[config.mk]
export PLATFORM = sky130hd
export DESIGN_NAME = fifo_ctrl
export DESIGN_NICKNAME = d
export VERILOG_FILES = /design/src/rtl/fifo_ctrl.sv
export SDC_FILE = /design/constraint.sdc
export NUM_CORES = 1
export LEC_CHECK = 0
export CAP_MARGIN = 25
export CORE_MARGIN = 3
export CORE_UTILIZATION = 45
export CTS_CLUSTER_DIAMETER = 60
export DETAILED_ROUTE_END_ITERATION = 6
export PLACE_DENSITY = 0.73
export SLEW_MARGIN = 15
export SYNTH_ARGS = -nofsm -noshare
export SYNTH_HDL_FRONTEND = slang
export SYNTH_SLANG_ARGS = --single-unit
[constraint.sdc]
create_clock -name clk -period 3.8 [get_ports clk]
set_input_delay 0.76 -clock clk [delete_from_list [all_inputs] [get_ports clk]]
set_output_delay 0.76 -clock clk [all_outputs]
set_load 0.01 [all_outputs]
[src/rtl/fifo_ctrl.sv]
// fifo_ctrl: single-clock FIFO pointer, occupancy, status and sticky error controller
module fifo_ctrl #(
  parameter int ADDR_WIDTH    = 6,
  parameter int AFULL_THRESH  = (1 << ADDR_WIDTH) - 4,
  parameter int AEMPTY_THRESH = 4
) (
  input  logic                  clk,
  input  logic                  rst_n,
  input  logic                  push,
  input  logic                  pop,
  input  logic                  flush,
  input  logic                  err_clr,
  output logic                  write_ena,
  output logic [ADDR_WIDTH-1:0] write_addr,
  output logic [ADDR_WIDTH-1:0] read_addr,
  output logic                  write_full,
  output logic                  empty,
  output logic                  almost_full,
  output logic                  almost_empty,
  output logic [ADDR_WIDTH:0]   count,
  output logic                  overflow,
  output logic                  underflow
);
  localparam logic [ADDR_WIDTH:0] FULL_CNT = (ADDR_WIDTH+1)'(1 << ADDR_WIDTH);
  localparam logic [ADDR_WIDTH:0] AF_CNT   = (ADDR_WIDTH+1)'(AFULL_THRESH);
  localparam logic [ADDR_WIDTH:0] AE_CNT   = (ADDR_WIDTH+1)'(AEMPTY_THRESH);
  logic [ADDR_WIDTH:0] wptr, rptr, count_next;
  logic wr_acc, rd_acc;
  // acceptance uses only registered flags; flush suppresses both sides
  always_comb begin
    wr_acc     = push & ~write_full & ~flush;
    rd_acc     = pop & ~empty & ~flush;
    write_ena  = wr_acc & rst_n;
    count_next = flush ? '0 :
                 (wr_acc & ~rd_acc) ? count + 1'b1 :
                 (rd_acc & ~wr_acc) ? count - 1'b1 : count;
  end
  assign write_addr = wptr[ADDR_WIDTH-1:0];
  assign read_addr  = rptr[ADDR_WIDTH-1:0];
  // pointers, occupancy, next-state status flags and sticky errors
  always_ff @(posedge clk or negedge rst_n) begin
    if (!rst_n) begin
      wptr         <= '0;
      rptr         <= '0;
      count        <= '0;
      write_full   <= 1'b0;
      empty        <= 1'b1;
      almost_full  <= 1'b0;
      almost_empty <= 1'b1;
      overflow     <= 1'b0;
      underflow    <= 1'b0;
    end else begin
      wptr         <= flush ? '0 : wptr + {{ADDR_WIDTH{1'b0}}, wr_acc};
      rptr         <= flush ? '0 : rptr + {{ADDR_WIDTH{1'b0}}, rd_acc};
      count        <= count_next;
      write_full   <= count_next == FULL_CNT;
      empty        <= count_next == '0;
      almost_full  <= count_next >= AF_CNT;
      almost_empty <= count_next <= AE_CNT;
      overflow     <= (push & write_full) | (overflow & ~err_clr);
      underflow    <= (pop & empty) | (underflow & ~err_clr);
    end
  end
endmodule
==> run_results.csv <==
group,metric,value,unit
outcome,status,"finished, final reports clean",
die,rows,19,
global_routing,grt_pass1_vias,1067,
timing,tightest_slew,472,ps
synthesis,synthCells,136,
final_layout,finalNetCount,182,
timing,slew_violations,0,
synthesis,ys_types,38,
cts,cts_buffer_depth,2,
cts,postCtsSetupRepairBufs,0,
critical_path,cpMostUsedCell,"clkdlybuf4s50_1",
cts,clock-root-buffer,"clkbuf_4",
critical_path,crit_type,"in2out",
cts,h-tree-depth,1,
critical_path,crit_path_end_kind,"output pin",
cts,cts.sinks,25,
critical_path,slowest_delay,760,ps
place,hpwl,2220,µm
critical_path,r2r_cells,5,
global_routing,grt_max_degree,26,
power_and_ir_drop,p_seq_share,44.9,%
global_routing,grt_usage,17.4,%
synthesis,synthArstFlopShare,100,%
global_routing,grt_overflow,0,
cts,postCtsHoldBufs,0,
timing,period_share,80.8,%
synthesis,synth_compound_area_share,9.81,%
synthesis,synth-simple-area-share,28.6,%
timing,min_period,3070,ps
synthesis,yosys_warnings,0,
synthesis,synthAdderAreaFrac,5.45,%
critical_path,cp.arrival,2310,ps
die,initial_utilization,48.7,%
critical_path,crit_family,"buffers and inverters",
power_and_ir_drop,switching_share,35.1,%
critical_path,worstPathMaxFanout,13,
critical_path,cp-start-kind,"input pin",
timing,slew_headroom,68.5,%
global_routing,antenna_found_initial,0,
critical_path,r2r_start,"empty",
synthesis,synth_top_family_by_area,"simple AND/OR/NAND/NOR gates",
critical_path,critPathBufInv,3,
final_layout,diodes,0,
power_and_ir_drop,powerDensity,445,mW/mm²
drt,antenna_left,0,
final_layout,drive_above_1_share,9.47,%
die,dieArea,0.00376,mm²
critical_path,worst_ep_required_time,3040,ps
timing,tns,0,ps
timing,rsz0062_at_grt,"no",
synthesis,yosys_register_bits,25,
drt,viasPerCell,5.62,
timing,hold_violations,0,
power_and_ir_drop,p_leak,0.000781,µW
power_and_ir_drop,finalPower,775,µW
cts,clk_pin_slew,130,ps
die,core,0.00283,mm²
min_path,hold_path_startpoint,"underflow",
drt,first_iter_violations,36,
die,die_w,61.3,µm
synthesis,synth_area,0.00138,mm²
drt,routed_wl,2880,µm
synthesis,avgSynthCellArea,10.1,µm²
power_and_ir_drop,ir_worst_vdd,246,µV
power_and_ir_drop,clock_power_share,14.9,%
synthesis,synth_nets,148,
critical_path,rrSetupSlack,1680,ps
timing,clock_skew,6.21,ps
cts,clk_latency,320,ps
place,port_buffers,31,
place,gp_congestion,0.858,
drt,first_pass_iters,4,
min_path,hold_class,"reg2reg",
cts,cts_resized,0,
power_and_ir_drop,power_frac_comb,40.2,%
cts,cts_tree,"built",
synthesis,synthXorXnorAreaFrac,6.36,%
synthesis,synthMuxAreaShare,0,%
final_layout,area_growth,26.4,%
min_path,min_path_cells,2,
drt,dr_total_vias,1124,
cts,cts_buffers,3,
critical_path,reg2reg_to,"almost_empty",
global_routing,grt_pass1_wl,4860,µm
min_path,whs_endpoint,"underflow",
die,die_h,61.3,µm
power_and_ir_drop,internal_power,504,µW
timing,setup_viol,0,
synthesis,seq_area_frac_synth,45.6,%
run,max_cap_viol_count,0,
synthesis,synth_flop_cell,"dfrtp_1",
die,io-pin-count,32,
drt,routedWlPerCell,14.4,µm
drt,drc,0,
timing,fmax,326,MHz
critical_path,critPathSlowestCell,"clkdlybuf4s50_1",
power_and_ir_drop,switchingPower,272,µW
critical_path,cp_cell_sequence,"clkdlybuf4s50_1 > inv_1 > and3_1 > clkdlybuf4s50_1",
synthesis,synth_edf_count,0,
worst reg2reg max path, cell delays in order (launching register included):
cell and delay, ps:
dfstp_2 600, nand2b_1 310, nor4_1 100, or3_1 360, a222oi_1 500, o211a_1 200
registers in the layout, summed over array words and instances, names as in the netlist:
register / cells
underflow: 1
count: 7
almost_full: 1
wptr: 6
write_full: 1
empty: 1
almost_empty: 1
rptr: 6
overflow: 1
cell families after synthesis:
| group | count (synthesis) |
|---|---|
| fa+ha+maj | 6 |
| flops | 25 |
| compound gates | 19 |
| simple gates | 65 |
| xor+xnor | 10 |
| buf+inv | 11 |
synth_stat cells (2+ instances only):
cell      number  area [µm²]
ha_1           6        75.1
nand2b_1       4        25.0
inv_1          6        22.5
and3_1         4        25.0
xnor2_1        6        52.6
nand3_1        6        30.0
nor3_1         3        15.0
nand3b_1       2        15.0
a211oi_1       2        15.0
nor4_1         3        18.8
dfstp_2        2        52.6
o211a_1        3        30.0
or3_1          4        25.0
nor4b_1        3        26.3
nand2_1        7        26.3
dfrtp_1       23         576
xor2_1         4        35.0
or2_2          3        18.8
o21ai_0        6        30.0
nor2_1        14        52.6
clkbuf_1       2        7.51
buf_6          2        22.5
a21oi_1        2        10.0
nor2b_1        5        31.3
routing by layer:
layer | GRT usage, % | up-vias | wire length, µm
met5 | 0 | - | 0
met4 | 6.36 | 0 | 43
met3 | 3.35 | 5 | 157
met2 | 27.6 | 38 | 1330
met1 | 23.8 | 535 | 1350
li1 | - | 546 | -
power groups by stage:
stage / Sequential [µW] / Combinational [µW] / Clock [µW]
6_report: 348 / 312 / 115
5_1_grt: 354 / 340 / 132
4_1_cts: 347 / 313 / 122
3_5_place_dp: 352 / 312 / 0
3_3_place_gp: 350 / 308 / 0
2_1_floorplan: 361 / 177 / 0
layout make-up:
type	instances	area, µm²
repair buffers	34	333
clock inverters	1	5.00
well taps	31	38.8
clock buffers	3	22.5
inverters	6	22.5
fillers	261	1090
flip-flops and latches	25	628
multi-input cells	100	692
worst max path at each step:
stage,startpoint,endpoint,cells past startpoint
floorplan,flush,write_full,6
global placement,flush,write_ena,4
detailed placement,flush,write_ena,4
CTS,flush,write_ena,4
global route,flush,write_ena,4
finish,flush,write_ena,4
through the flow:
| stage | hold slack [ps] | setup slack [ps] | std cells | area, µm² | util [%] |
|---|---|---|---|---|---|
| after floorplan | 464 | 1570 | 136 | 1380 | - |
| after detailed placement | 519 | 749 | 196 | 1710 | 60.6 |
| final | 545 | 731 | 200 | 1740 | 61.6 |
| after global placement | 511 | 760 | 196 | 1710 | 60.6 |
| after global routing | 564 | 651 | 200 | 1740 | 61.6 |
| after CTS | 542 | 743 | 200 | 1740 | 61.6 |
placed cells by master (no fill, tap or decap):
| cell | Yosys | routed |
|---|---|---|
| nor2_1 | 14 | 14 |
| xor2_1 | 4 | 4 |
| and2b_1 | 1 | 1 |
| a21oi_1 | 2 | 2 |
| a311o_1 | 1 | 1 |
| nand2b_1 | 4 | 4 |
| o41ai_1 | 1 | 1 |
| dfstp_2 | 2 | 2 |
| clkdlybuf4s50_1 | 0 | 31 |
| nor4_1 | 3 | 3 |
| inv_1 | 6 | 6 |
| nor4_4 | 1 | 1 |
| or4b_4 | 1 | 1 |
| o21ai_1 | 1 | 1 |
| nor4b_2 | 1 | 1 |
| nand3b_1 | 2 | 2 |
| a222oi_1 | 1 | 1 |
| a211oi_1 | 2 | 2 |
| nor3_1 | 3 | 3 |
| and3b_1 | 1 | 1 |
| or2_2 | 3 | 3 |
| nor4b_1 | 3 | 3 |
| buf_4 | 0 | 3 |
| o211ai_1 | 1 | 1 |
| nand2_1 | 7 | 7 |
| o211a_1 | 3 | 3 |
| ha_1 | 6 | 6 |
| nand3_2 | 1 | 1 |
| xnor2_1 | 6 | 6 |
| nor2b_1 | 5 | 5 |
| o221ai_1 | 1 | 1 |
| clkinv_2 | 0 | 1 |
| dfrtp_1 | 23 | 23 |
| or3_1 | 4 | 4 |
| nand3_1 | 6 | 6 |
| nand4b_1 | 1 | 1 |
| o21ai_0 | 6 | 6 |
| clkbuf_4 | 0 | 3 |
| and3_1 | 4 | 4 |
Note: power is estimated with default switching activity, not from simulation.
